--- config.mk ---
export PLATFORM = sky130hd
export DESIGN_NAME = spi_xfer_queue
export DESIGN_NICKNAME = d
export VERILOG_FILES = /design/src/rtl/spi_xfer_queue_pkg.sv /design/src/rtl/spi_xfer_queue_byte_fifo.sv /design/src/rtl/spi_xfer_queue.sv
export SDC_FILE = /design/constraint.sdc
export NUM_CORES = 1
export LEC_CHECK = 0
export ABC_AREA = 0
export CAP_MARGIN = 20
export CORE_AREA = 4 4 96 188
export CTS_CLUSTER_DIAMETER = 200
export CTS_CLUSTER_SIZE = 28
export DETAILED_ROUTE_END_ITERATION = 8
export DIE_AREA = 0 0 100 192
export PLACE_DENSITY = 0.69
export SYNTH_ARGS = -nofsm -noshare
export SYNTH_HDL_FRONTEND = slang
export SYNTH_SLANG_ARGS = --single-unit
export TNS_END_PERCENT = 1
--- constraint.sdc ---
create_clock -name CLK -period 2.9 [get_ports CLK]
set_input_delay 0.58 -clock CLK [delete_from_list [all_inputs] [get_ports CLK]]
set_output_delay 0.58 -clock CLK [all_outputs]
set_load 0.005 [all_outputs]
--- src/rtl/spi_xfer_queue_pkg.sv ---
// spi_xfer_queue shared types: byte width, status bit defaults,
// sequencer state encoding and the sticky-flag update helper.
package spi_xfer_queue_pkg;

  localparam int BYTE_W         = 8;
  localparam int TX_RDY_BIT_DEF = 0;
  localparam int RX_VLD_BIT_DEF = 1;

  typedef logic [BYTE_W-1:0] byte_t;

  typedef enum logic [2:0] {
    ST_IDLE      = 3'd0,
    ST_LOAD      = 3'd1,
    ST_WAIT_DONE = 3'd2,
    ST_READ      = 3'd3,
    ST_CAPTURE   = 3'd4
  } state_e;

  // A set in the same cycle as a clear leaves the flag set.
  function automatic logic sticky(
    input logic q,
    input logic clr,
    input logic set
  );
    return (q & ~clr) | set;
  endfunction

endpackage

--- src/rtl/spi_xfer_queue_byte_fifo.sv ---
// First-word-fall-through byte FIFO with full/empty/level.
// Push while full and pop while empty are ignored.
module spi_xfer_queue_byte_fifo
  import spi_xfer_queue_pkg::*;
#(
  parameter int DEPTH = 8,
  localparam int AW = $clog2(DEPTH)
) (
  input  logic        clk,
  input  logic        rst_n,
  input  logic        push,
  input  byte_t       push_data,
  input  logic        pop,
  output byte_t       head,
  output logic        full,
  output logic        empty,
  output logic [AW:0] level
);

  byte_t         mem_q [DEPTH];
  byte_t         mem_d [DEPTH];
  logic [AW-1:0] wr_q, wr_d;
  logic [AW-1:0] rd_q, rd_d;
  logic [AW:0]   cnt_q, cnt_d;
  logic          push_ok;
  logic          pop_ok;

  assign full    = (cnt_q == (AW+1)'(DEPTH));
  assign empty   = (cnt_q == '0);
  assign level   = cnt_q;
  assign push_ok = push & ~full;
  assign pop_ok  = pop & ~empty;
  assign head    = empty ? '0 : mem_q[rd_q];

  // Pointer, count and storage update for accepted push/pop.
  always_comb begin
    mem_d = mem_q;
    wr_d  = wr_q;
    rd_d  = rd_q;
    cnt_d = cnt_q + (AW+1)'(push_ok) - (AW+1)'(pop_ok);
    if (push_ok) begin
      mem_d[wr_q] = push_data;
      wr_d        = wr_q + AW'(1);
    end
    if (pop_ok) begin
      rd_d = rd_q + AW'(1);
    end
  end

  // FIFO state registers.
  always_ff @(posedge clk or negedge rst_n) begin
    if (!rst_n) begin
      for (int i = 0; i < DEPTH; i++) mem_q[i] <= '0;
      wr_q  <= '0;
      rd_q  <= '0;
      cnt_q <= '0;
    end else begin
      mem_q <= mem_d;
      wr_q  <= wr_d;
      rd_q  <= rd_d;
      cnt_q <= cnt_d;
    end
  end

endmodule

--- src/rtl/spi_xfer_queue.sv ---
// Byte-stream front end for an SPI core: TX FIFO feeds a
// load/wait/read/capture sequencer that fills an RX FIFO.
module spi_xfer_queue
  import spi_xfer_queue_pkg::*;
#(
  parameter int DEPTH      = 8,
  parameter int TX_RDY_BIT = TX_RDY_BIT_DEF,
  parameter int RX_VLD_BIT = RX_VLD_BIT_DEF,
  parameter int TIMEOUT    = 1024,
  localparam int LW = $clog2(DEPTH) + 1
) (
  input  logic          CLK,
  input  logic          CLR_N,
  input  logic          ENABLE,
  input  logic          PUSH,
  input  logic [7:0]    PUSH_DATA,
  output logic          TX_FULL,
  output logic [LW-1:0] TX_LEVEL,
  input  logic          POP,
  output logic [7:0]    POP_DATA,
  output logic          RX_EMPTY,
  input  logic          ERR_CLR,
  output logic          TX_OVF,
  output logic          RX_OVF,
  output logic          TMO,
  output logic          BUSY,
  output logic          SPI_WRITE,
  output logic [7:0]    SPI_TX_DATA,
  output logic          SPI_READ,
  input  logic [7:0]    SPI_RX_DATA,
  input  logic [7:0]    SPI_STATUS
);

  localparam int TW = $clog2(TIMEOUT + 1);

  state_e        state_q, state_d;
  logic [TW-1:0] tmr_q, tmr_d;
  byte_t         txd_q, txd_d;
  logic          tx_ovf_q, tx_ovf_d;
  logic          rx_ovf_q, rx_ovf_d;
  logic          tmo_q, tmo_d;

  byte_t         tx_head;
  logic          tx_empty;
  logic          tx_pop;
  logic          rx_push;
  logic          rx_full;
  logic [LW-1:0] unused_rx_lvl;
  logic          unused_status;
  logic          tmo_set;
  logic          rx_ovf_set;
  logic          spi_write;
  logic          spi_read;

  assign unused_status = ^SPI_STATUS;

  spi_xfer_queue_byte_fifo #(.DEPTH(DEPTH)) u_tx_fifo (
    .clk       (CLK),
    .rst_n     (CLR_N),
    .push      (PUSH),
    .push_data (PUSH_DATA),
    .pop       (tx_pop),
    .head      (tx_head),
    .full      (TX_FULL),
    .empty     (tx_empty),
    .level     (TX_LEVEL)
  );

  spi_xfer_queue_byte_fifo #(.DEPTH(DEPTH)) u_rx_fifo (
    .clk       (CLK),
    .rst_n     (CLR_N),
    .push      (rx_push),
    .push_data (SPI_RX_DATA),
    .pop       (POP),
    .head      (POP_DATA),
    .full      (rx_full),
    .empty     (RX_EMPTY),
    .level     (unused_rx_lvl)
  );

  // Sequencer next state and per-state strobes.
  always_comb begin
    state_d    = state_q;
    tmr_d      = tmr_q;
    txd_d      = txd_q;
    tx_pop     = 1'b0;
    rx_push    = 1'b0;
    spi_write  = 1'b0;
    spi_read   = 1'b0;
    tmo_set    = 1'b0;
    rx_ovf_set = 1'b0;
    unique case (state_q)
      ST_IDLE: begin
        if (ENABLE && !tx_empty && SPI_STATUS[TX_RDY_BIT])
          state_d = ST_LOAD;
      end
      ST_LOAD: begin
        spi_write = 1'b1;
        tx_pop    = 1'b1;
        txd_d     = tx_head;
        tmr_d     = '0;
        state_d   = ST_WAIT_DONE;
      end
      ST_WAIT_DONE: begin
        if (SPI_STATUS[RX_VLD_BIT]) begin
          state_d = ST_READ;
        end else if (tmr_q == TW'(TIMEOUT - 1)) begin
          tmo_set = 1'b1;
          state_d = ST_IDLE;
        end else begin
          tmr_d = tmr_q + TW'(1);
        end
      end
      ST_READ: begin
        spi_read = 1'b1;
        state_d  = ST_CAPTURE;
      end
      ST_CAPTURE: begin
        rx_push    = ~rx_full;
        rx_ovf_set = rx_full;
        state_d    = ST_IDLE;
      end
      default: state_d = ST_IDLE;
    endcase
  end

  // Sticky error flags.
  always_comb begin
    tx_ovf_d = sticky(tx_ovf_q, ERR_CLR, PUSH & TX_FULL);
    rx_ovf_d = sticky(rx_ovf_q, ERR_CLR, rx_ovf_set);
    tmo_d    = sticky(tmo_q, ERR_CLR, tmo_set);
  end

  // Sequencer and flag registers.
  always_ff @(posedge CLK or negedge CLR_N) begin
    if (!CLR_N) begin
      state_q  <= ST_IDLE;
      tmr_q    <= '0;
      txd_q    <= '0;
      tx_ovf_q <= 1'b0;
      rx_ovf_q <= 1'b0;
      tmo_q    <= 1'b0;
    end else begin
      state_q  <= state_d;
      tmr_q    <= tmr_d;
      txd_q    <= txd_d;
      tx_ovf_q <= tx_ovf_d;
      rx_ovf_q <= rx_ovf_d;
      tmo_q    <= tmo_d;
    end
  end

  assign SPI_WRITE   = spi_write;
  assign SPI_READ    = spi_read;
  assign SPI_TX_DATA = spi_write ? tx_head : txd_q;
  assign BUSY        = (state_q != ST_IDLE);
  assign TX_OVF      = tx_ovf_q;
  assign RX_OVF      = rx_ovf_q;
  assign TMO         = tmo_q;

endmodule

==> reports/results.ini, run 1 <==
[die]
start_util_pct = 49.1
die_x_um = 100
die_area_um2 = 19200
ios = 58
core_um2 = 16700
chipHeight_um = 192
rows = 67

[detailed_routing]
ant_nets = 0
dr.first_iter.drc_count = 184
wl_per_cell_um = 20.2
vias = 4884
drcViolationCount = 0
avgViaCountPerCell = 5.70
first_pass_iters = 4
finalWirelength_um = 17300

[synthesis]
ys_seq_elements = 173
seq_area_frac_synth_pct = 52.9
synth_cell_types = 56
synth_largest_area_cell = dfrtp_1
synth-compound-area-share_pct = 3.42
avgSynthCellArea_um2 = 14.4
netlist_instances = 570
synth_nets = 619
synthMuxAreaShare_pct = 28.5
yosysTopAreaCellShare_pct = 52.9
yosys.area_share.simple_pct = 7.96
async_reset_ff_share_pct = 100
synth_top_family_by_area = multiplexers
synth_edf_count = 0
synth_area_um2 = 8190
yosysMostFrequentCell = dfrtp_1
synth_xor_area_share_pct = 1.28
yosysWarningCount = 0
synthTopCellsByCount = dfrtp_1 (173), mux2_2 (124), mux4_2 (32)
ys_top_cells_by_area = dfrtp_1 (53%), mux2_2 (17%), mux4_2 (8.8%)
synth_flop_cell = dfrtp_1
synth_fa_ha_area_share_pct = 3.09

[critical_path]
reg2reg_to = u_rx_fifo.mem_q[52]$_DFFE_PN0P_
critPathMaxFanout = 10
r2r_setup_slack_ns = 0.37
crit_type = reg2out
arrival_ns = 2.42
timing.rr.start = state_q[1]$_DFFE_PN0P_
reg2reg_depth = 7
worst_setup_path_start_kind = flop
worstPathRequired_ns = 2.32
crit_path_end_kind = output port

[clock_network]
insertion_delay_ns = 0.42
clockBufferDepth = 2
cts_buffers = 17
cts_root_buf = clkbuf_16
path_clk_slew_ns = 0.07
htree_num_levels = 4
cts_sinks = 173
cts_hold_buf = 0
cts_tree = done

[final_layout]
final_core_util_pct = 58.2
fin_area_um2 = 9700
drive_gt1_share_pct = 36.6
final_cells = 857
num-fill-cells = 1375
n_antenna_cell = 0
nets = 686
area_growth_pct = 18.5

[global_route]
grt_pass1_vias = 5634
grt-ovfl-total = 0
grt_max_degree = 69
antenna_found_initial = 0
track_usage_pct = 19.7
grt_pass1_wl_um = 29000

[timing]
slew_headroom_pct = 47.8
fin_ws_ns = -0.105
finalSetupViolations = 6
finClkSkew_ns = 0.0108
holdWs_ns = 0.160
timing.fmax_mhz = 333
tightest_slew_ns = 0.775
period_share_pct = 104
hold_viol_final = 0
drv_slew = 0
rsz0062_at_grt = yes
layout_min_cycle_time_ns = 3.00

[power_and_ir_drop]
netSwitchingFraction_pct = 30.9
peakVddDrop_uv = 654
pwr-share-comb_pct = 37.1
power_density_nw_per_um2 = 1060
seqPwrFrac_pct = 39.1
p_int_w = 0.00713
power.total_w = 0.0103
p_sw_w = 0.00320
p_clk_share_pct = 23.9
power.leakage_nw = 4.31

[placement]
dp_cells = 822
placed_area_um2 = 9020
gp_congestion = 0.780
io_buffer_count = 51
dpl.hpwl_um = 12100

[job]
drv_cap = 0

[hold_path]
hold_class = in2async

[status]
violations = setup timing
status = finished, violations left

==> how the worst max path moves through the flow <==
stage	start	end	slack, ns
after floorplan	state_q[2]$_DFFE_PN0P_	u_tx_fifo.level[2]$_DFF_PN0_	0.40
after global placement	state_q[1]$_DFFE_PN0P_	SPI_TX_DATA[1]	0.13
after detailed placement	state_q[1]$_DFFE_PN0P_	SPI_TX_DATA[1]	0.11
after CTS	state_q[1]$_DFFE_PN0P_	SPI_TX_DATA[0]	-0.17
after global routing	state_q[1]$_DFFE_PN0P_	SPI_TX_DATA[2]	-0.23
final	state_q[1]$_DFFE_PN0P_	SPI_TX_DATA[0]	-0.10
==> sequential cells by signal (all words and copies together) (netlist names), 4 cells and up <==
register	count
u_tx_fifo.level	4
txd_q	8
tmr_q	11
u_rx_fifo.mem_q	64
u_tx_fifo.mem_q	64
u_rx_fifo.level	4
==> stage by stage <==
step / setup TNS [ns] / setup slack (ns)
finish: -0.555 / -0.105
floorplan: 0 / 0.402
CTS: -1.01 / -0.170
global route: -1.36 / -0.234
detailed placement: 0 / 0.110
global placement: 0 / 0.128
==> final cells by class <==
type                    count  area, um2  share of cell area (%)
flip-flops and latches    173       4330                    44.6
multi-input cells         347       3630                    37.5
repair buffers             76        753                    7.76
clock buffers              19        443                    4.57
well taps                 207        259                    2.67
clock inverters            13        199                    2.05
inverters                  22       82.6                   0.851
==> cell usage in the layout (no fill, tap or decap), types with 3 or more instances in the layout <==
cell type,instances
and3b_1,3
inv_6,4
clkbuf_16,17
inv_1,22
buf_4,20
buf_12,4
o21ai_1,8
nand2b_1,4
xnor2_1,6
ha_1,17
nand3_1,4
clkdlybuf4s50_1,47
dfrtp_1,172
nand4b_1,3
o21ai_0,11
xor2_1,6
nor2b_1,11
nor2_1,14
mux2_4,8
a21o_1,5
nor3b_2,4
nor3_1,6
bufinv_16,4
o31ai_1,3
nand2_1,23
a21oi_1,4
mux2i_1,10
mux4_2,32
mux2_2,124
==> kinds of logic after synthesis <==
kind of cell / Yosys count
simple gates: 98
flops: 173
xor+xnor: 12
buf+inv: 50
mux: 174
fa+ha+maj: 19
compound gates: 44
==> layer usage <==
layer  track usage, %  part of all wire [%]  vias to the layer above
li1                 -                     -                     2212
met1             21.4                    37                     2561
met2             37.2                    58                       84
met3             3.31                   2.5                       27
met4             8.20                   2.4                        0
met5                0                     0                        -
==> critical path: stages, from the launching register on <==
cell and delay [ns]:
dfrtp_1 0.37, or3b_2 0.50, nor2_2 0.14, buf_6 0.16
o21ai_0 0.10, o21ai_1 0.20, clkdlybuf4s50_1 0.53
==> power groups by stage <==
| stage | sequential [W] | combinational (W) | clock (W) |
|---|---|---|---|
| floorplan | 0.00369 | 0.00279 | 0 |
| global placement | 0.00397 | 0.00371 | 0 |
| detailed placement | 0.00407 | 0.00385 | 0 |
| CTS | 0.00403 | 0.00391 | 0.00252 |
| global route | 0.00415 | 0.00422 | 0.00263 |
| finish | 0.00403 | 0.00383 | 0.00246 |
==> timing repair <==
action	in CTS	in global routing
buffers inserted	2	1
endpoints found under the setup margin	16	9
resized for setup	11	6
pin swaps	1	2
No activity file was read; power rests on OpenSTA's default activity.
==> inputs of run 2 (changes only) <==
- CORE_AREA: 4 4 96 188 -> 4 4 128 142
- DIE_AREA: 0 0 100 192 -> 0 0 132 146
- PLACE_DENSITY: 0.69 -> 0.68
==> run 2 against run 1 <==
Compared with the run above: the flow still finishes with violations (setup timing); register-to-register slack gained 0.08 ns; via count shrank 0.31%; routed wire length shrank 3.5%; maximum frequency grew 0.85%; clock skew shrank 0.0028 ns.
==> reports/results.ini, run 2 (synthesis results as in run 1) <==
[global_route]
grt_pass1_wl_um = 28000
grt_use_met1_pct = 23.3
gr-max-usage-layer = met2
antenna_found_initial = 0
track_usage_pct = 18.5
grt_max_degree = 72
grt_pass1_vias = 5226
grt-ovfl-total = 0
grtUsageMet3_pct = 3.94
use_met2_pct = 32.3

[final_layout]
regArea_um2 = 4330
nets = 683
top_regs = u_rx_fifo.mem_q: 64 flops, u_tx_fifo.mem_q: 64 flops, tmr_q: 11 flops
mostFrequentLayoutCells = dfrtp_1 (173), mux2_2 (124), clkdlybuf4s50_1 (44)
num-fill-cells = 1296
multi_input_area_um2 = 3640
mostFrequentLayoutCell = dfrtp_1
drive_gt1_share_pct = 36.0
final_cells = 855
n_antenna_cell = 0
area_growth_pct = 18.5
final_core_util_pct = 57.6

[detailed_routing]
wl_per_cell_um = 19.6
vias = 4869
ant_nets = 0
finalWirelength_um = 16700
drcViolationCount = 0
avgViaCountPerCell = 5.69
first_pass_iters = 4
dr.first_iter.drc_count = 272

[job]
drv_cap = 0

[die]
rows = 50
chipHeight_um = 146
die_x_um = 132
die_area_um2 = 19300
core_um2 = 16800
start_util_pct = 48.6
ios = 58

[critical_path]
worst_setup_path_start_kind = flop
worstPathRequired_ns = 2.32
crit_path_end_kind = output port
critPathMaxFanout = 12
arrival_ns = 2.40
crit_type = reg2out

[clock_network]
insertion_delay_ns = 0.43
clockBufferDepth = 2
cts_sinks = 173
cts_hold_buf = 0
cts_tree = done
cts_root_buf = clkbuf_16
path_clk_slew_ns = 0.07
htree_num_levels = 4
cts_buffers = 17

[timing]
tightest_slew_ns = 0.718
layout_min_cycle_time_ns = 2.98
slew_headroom_pct = 51.9
period_share_pct = 103
rsz0062_at_grt = yes
finalSetupTns_ns = -0.192
fin_ws_ns = -0.0794
finalSetupViolations = 4
timing.fmax_mhz = 336
drv_slew = 0
hold_viol_final = 0
finClkSkew_ns = 0.00798
holdWs_ns = 0.162

[power_and_ir_drop]
power_density_nw_per_um2 = 1060
seqPwrFrac_pct = 39.0
power.leakage_nw = 4.31
peakVddDrop_uv = 541
netSwitchingFraction_pct = 30.5
pwr-share-comb_pct = 37.1
power.total_w = 0.0103
p_clk_share_pct = 23.9
p_sw_w = 0.00313
p_int_w = 0.00713

[placement]
gp_congestion = 0.794
io_buffer_count = 51
dp_cells = 823
dpl.hpwl_um = 10900

[status]
status = finished, violations left
violations = setup timing

[hold_path]
hold_class = in2async

-- run 2: layout make-up --
cell class / instances / share of cell area, %
repair buffers: 73 / 7.66
clock buffers: 20 / 4.71
flip-flops and latches: 173 / 44.6
multi-input cells: 347 / 37.6
clock inverters: 12 / 1.91
well taps: 208 / 2.68
inverters: 22 / 0.851
-- run 2: power groups by stage --
stage	registers (W)	clock network, W	logic (W)
2_1_floorplan	0.00369	0	0.00279
3_3_place_gp	0.00394	0	0.00374
3_5_place_dp	0.00403	0	0.00387
4_1_cts	0.00400	0.00250	0.00389
5_1_grt	0.00412	0.00262	0.00421
6_report	0.00400	0.00245	0.00381
-- run 2: repair_timing --
action,4_1_cts,5_1_grt
hold endpoints to repair,0,0
setup endpoints to repair,8,10
gates cloned,0,0
pin swaps,1,2
gates resized for setup,12,5
setup buffers,0,0
-- run 2: stage by stage --
step | worst slack (ns) | instance area [um2]
after CTS | -0.159 | 9680
after global placement | 0.0837 | 9040
after floorplan | 0.402 | 8190
final | -0.0794 | 9700
after detailed placement | 0.0560 | 9040
after global routing | -0.211 | 9700
-- run 2: path summary, 6_finish.rpt --
check	from	to	slack (ns)	depth (start not counted)
hold reg to reg	txd_q[0]$_DFFE_PN0N_	txd_q[0]$_DFFE_PN0N_	0.49	2
hold / removal	CLR_N	u_rx_fifo.mem_q[27]$_DFFE_PN0P_	0.16	1
max in group asynchronous	CLR_N	u_tx_fifo.level[0]$_DFF_PN0_	1.95	2
setup reg to reg	state_q[1]$_DFFE_PN0P_	u_rx_fifo.mem_q[33]$_DFFE_PN0P_	0.45	5
setup / recovery	u_tx_fifo.rd_q[0]$_DFFE_PN0P_	SPI_TX_DATA[7]	-0.08	5
min in group CLK	txd_q[0]$_DFFE_PN0N_	txd_q[0]$_DFFE_PN0N_	0.49	2
-- run 2: metal layers --
layer / part of all wire, % / vias up
met1: 42 / 2571
met5: 0 / -
met2: 53 / 71
met3: 3.2 / 21
li1: - / 2206
met4: 1.5 / 0
-- run 2: worst max-delay path: stages, from the launching register on --
cell,delay (ns)
dfrtp_1,0.50
buf_12,0.21
mux4_2,0.52
o21ai_0,0.18
o21ai_1,0.11
clkdlybuf4s50_1,0.46
==> inputs of run 3 (changes only) <==
- CORE_AREA: 4 4 128 142 -> 5 5 129 143
- DIE_AREA: 0 0 132 146 -> 0 0 134 148
==> run 3 against run 2 <==
Compared with the run above: die area increased by 2.9%; the run still ends with setup timing left; total power decreased by 0.65%; core utilization decreased by 0.097 points; via count decreased by 1.3%; clock skew about the same; hold slack got worse by 0.033 ns; clock-buffer cell count unchanged; register-to-register slack about the same; sequential share of layout area increased by 0.075 points; combinational power increased by 2%.
==> reports/results.ini, run 3 (synthesis results as in run 1) <==
[final_layout]
drive_gt1_share_pct = 36.4
num-fill-cells = 1325
multi_input_area_um2 = 3640
nets = 687
mostFrequentLayoutCells = dfrtp_1 (173), mux2_2 (124), clkdlybuf4s50_1 (43)
final_cells = 859
final_core_util_pct = 57.5
area_growth_pct = 18.3
regArea_um2 = 4330
n_antenna_cell = 0
top_regs = u_rx_fifo.mem_q: 64 flops, u_tx_fifo.mem_q: 64 flops, tmr_q: 11 flops
mostFrequentLayoutCell = dfrtp_1
fin_area_um2 = 9680

[clock_network]
cts_sinks = 173
insertion_delay_ns = 0.42
path_clk_slew_ns = 0.06
cts_buffers = 17
cts_tree = done
htree_num_levels = 4
cts_root_buf = clkbuf_16
clockBufferDepth = 2

[die]
chipHeight_um = 148
rows = 50
start_util_pct = 48.6
ios = 58
die_area_um2 = 19800
die_x_um = 134
core_um2 = 16800

[detailed_routing]
top_layer = met4
wl_met2_um = 8920
avgViaCountPerCell = 5.59
ant_nets = 0
vias = 4804
wl_met1_um = 7300
drcViolationCount = 0
dr.first_iter.drc_count = 250
first_pass_iters = 4
finalWirelength_um = 16800
wl_per_cell_um = 19.6
met3WireLength_um = 472

[timing]
finalSetupTns_ns = -0.456
rsz0062_at_grt = yes
timing.fmax_mhz = 330
finalSetupViolations = 4
fin_ws_ns = -0.128
layout_min_cycle_time_ns = 3.03
slew_headroom_pct = 53.4
period_share_pct = 104
hold_viol_final = 0
drv_slew = 0
finClkSkew_ns = 0.00845
tightest_slew_ns = 0.692

[placement]
dp_cells = 821
io_buffer_count = 51
gp_congestion = 0.772
placed_area_um2 = 9000
dpl.hpwl_um = 11000

[global_route]
track_usage_pct = 17.8
grt_pass1_wl_um = 27600
antenna_found_initial = 0
grt_max_degree = 78
grt_pass1_vias = 5251
grt-ovfl-total = 0

[critical_path]
critPathMaxFanout = 5
reg2reg_depth = 10
worst_setup_path_start_kind = flop
worstPathRequired_ns = 2.32
crit_type = reg2out
timing.rr.start = state_q[1]$_DFFE_PN0P_
reg2reg_to = u_tx_fifo.level[1]$_DFF_PN0_
r2r_setup_slack_ns = 0.46
crit_path_end_kind = output port
arrival_ns = 2.45

[power_and_ir_drop]
peakVddDrop_uv = 568
power_density_nw_per_um2 = 1050
power.leakage_nw = 4.33

[status]
status = finished, violations left
violations = setup timing

[job]
drv_cap = 0

[hold_path]
hold_class = in2async

## run 3: layer usage
metal | GRT usage, % | vias up
met5 | 0 | -
li1 | - | 2220
met4 | 4.42 | 0
met1 | 23.1 | 2509
met3 | 3.74 | 11
met2 | 30.5 | 64
## run 3: per-stage QoR
step | hold slack, ns | power, W | setup slack, ns
floorplan | 0.284 | 0.00648 | 0.402
global placement | 0.472 | 0.00764 | 0.147
detailed placement | 0.488 | 0.00788 | 0.141
CTS | 0.152 | 0.0103 | -0.131
global route | 0.165 | 0.0108 | -0.202
finish | 0.129 | 0.0102 | -0.128
## run 3: repair_timing
item,4_1_cts,5_1_grt
gates resized for setup,11,11
gates cloned,0,1
pin swaps,1,2
setup buffers,3,2
endpoints found under the hold margin,0,0
hold buffers,0,0
endpoints found under the setup margin,8,9
## run 3: final cells by class
cell class	instances	share of cell area, %
inverter	22	0.853
multi-input combinational	347	37.6
tap	208	2.69
clock inverter	12	1.68
timing repair buffer	77	7.83
sequential	173	44.7
clock buffer	20	4.61
## run 3: report_power, final
part           internal (W)  switching, W  leakage (nW)
logic               0.00233       0.00157          1.90
registers           0.00333      0.000627          2.14
clock network       0.00139      0.000941         0.285
## run 3: critical path, stage by stage, from the launching register on
cell and delay [ns]:
dfrtp_1 0.37, or3b_2 0.51, nor2_4 0.16, buf_6 0.15, o21ai_0 0.10, o21ai_1 0.19, clkdlybuf4s50_1 0.53
## run 3: worst max-delay path by stage
stage	startpoint	end	slack (ns)	depth (start not counted)
finish	state_q[1]$_DFFE_PN0P_	SPI_TX_DATA[3]	-0.13	6
global route	state_q[1]$_DFFE_PN0P_	SPI_TX_DATA[4]	-0.20	6
CTS	state_q[1]$_DFFE_PN0P_	SPI_TX_DATA[3]	-0.13	6
detailed placement	state_q[1]$_DFFE_PN0P_	SPI_TX_DATA[2]	0.14	6
global placement	state_q[1]$_DFFE_PN0P_	SPI_TX_DATA[2]	0.15	6
floorplan	state_q[2]$_DFFE_PN0P_	u_tx_fifo.level[2]$_DFF_PN0_	0.40	11
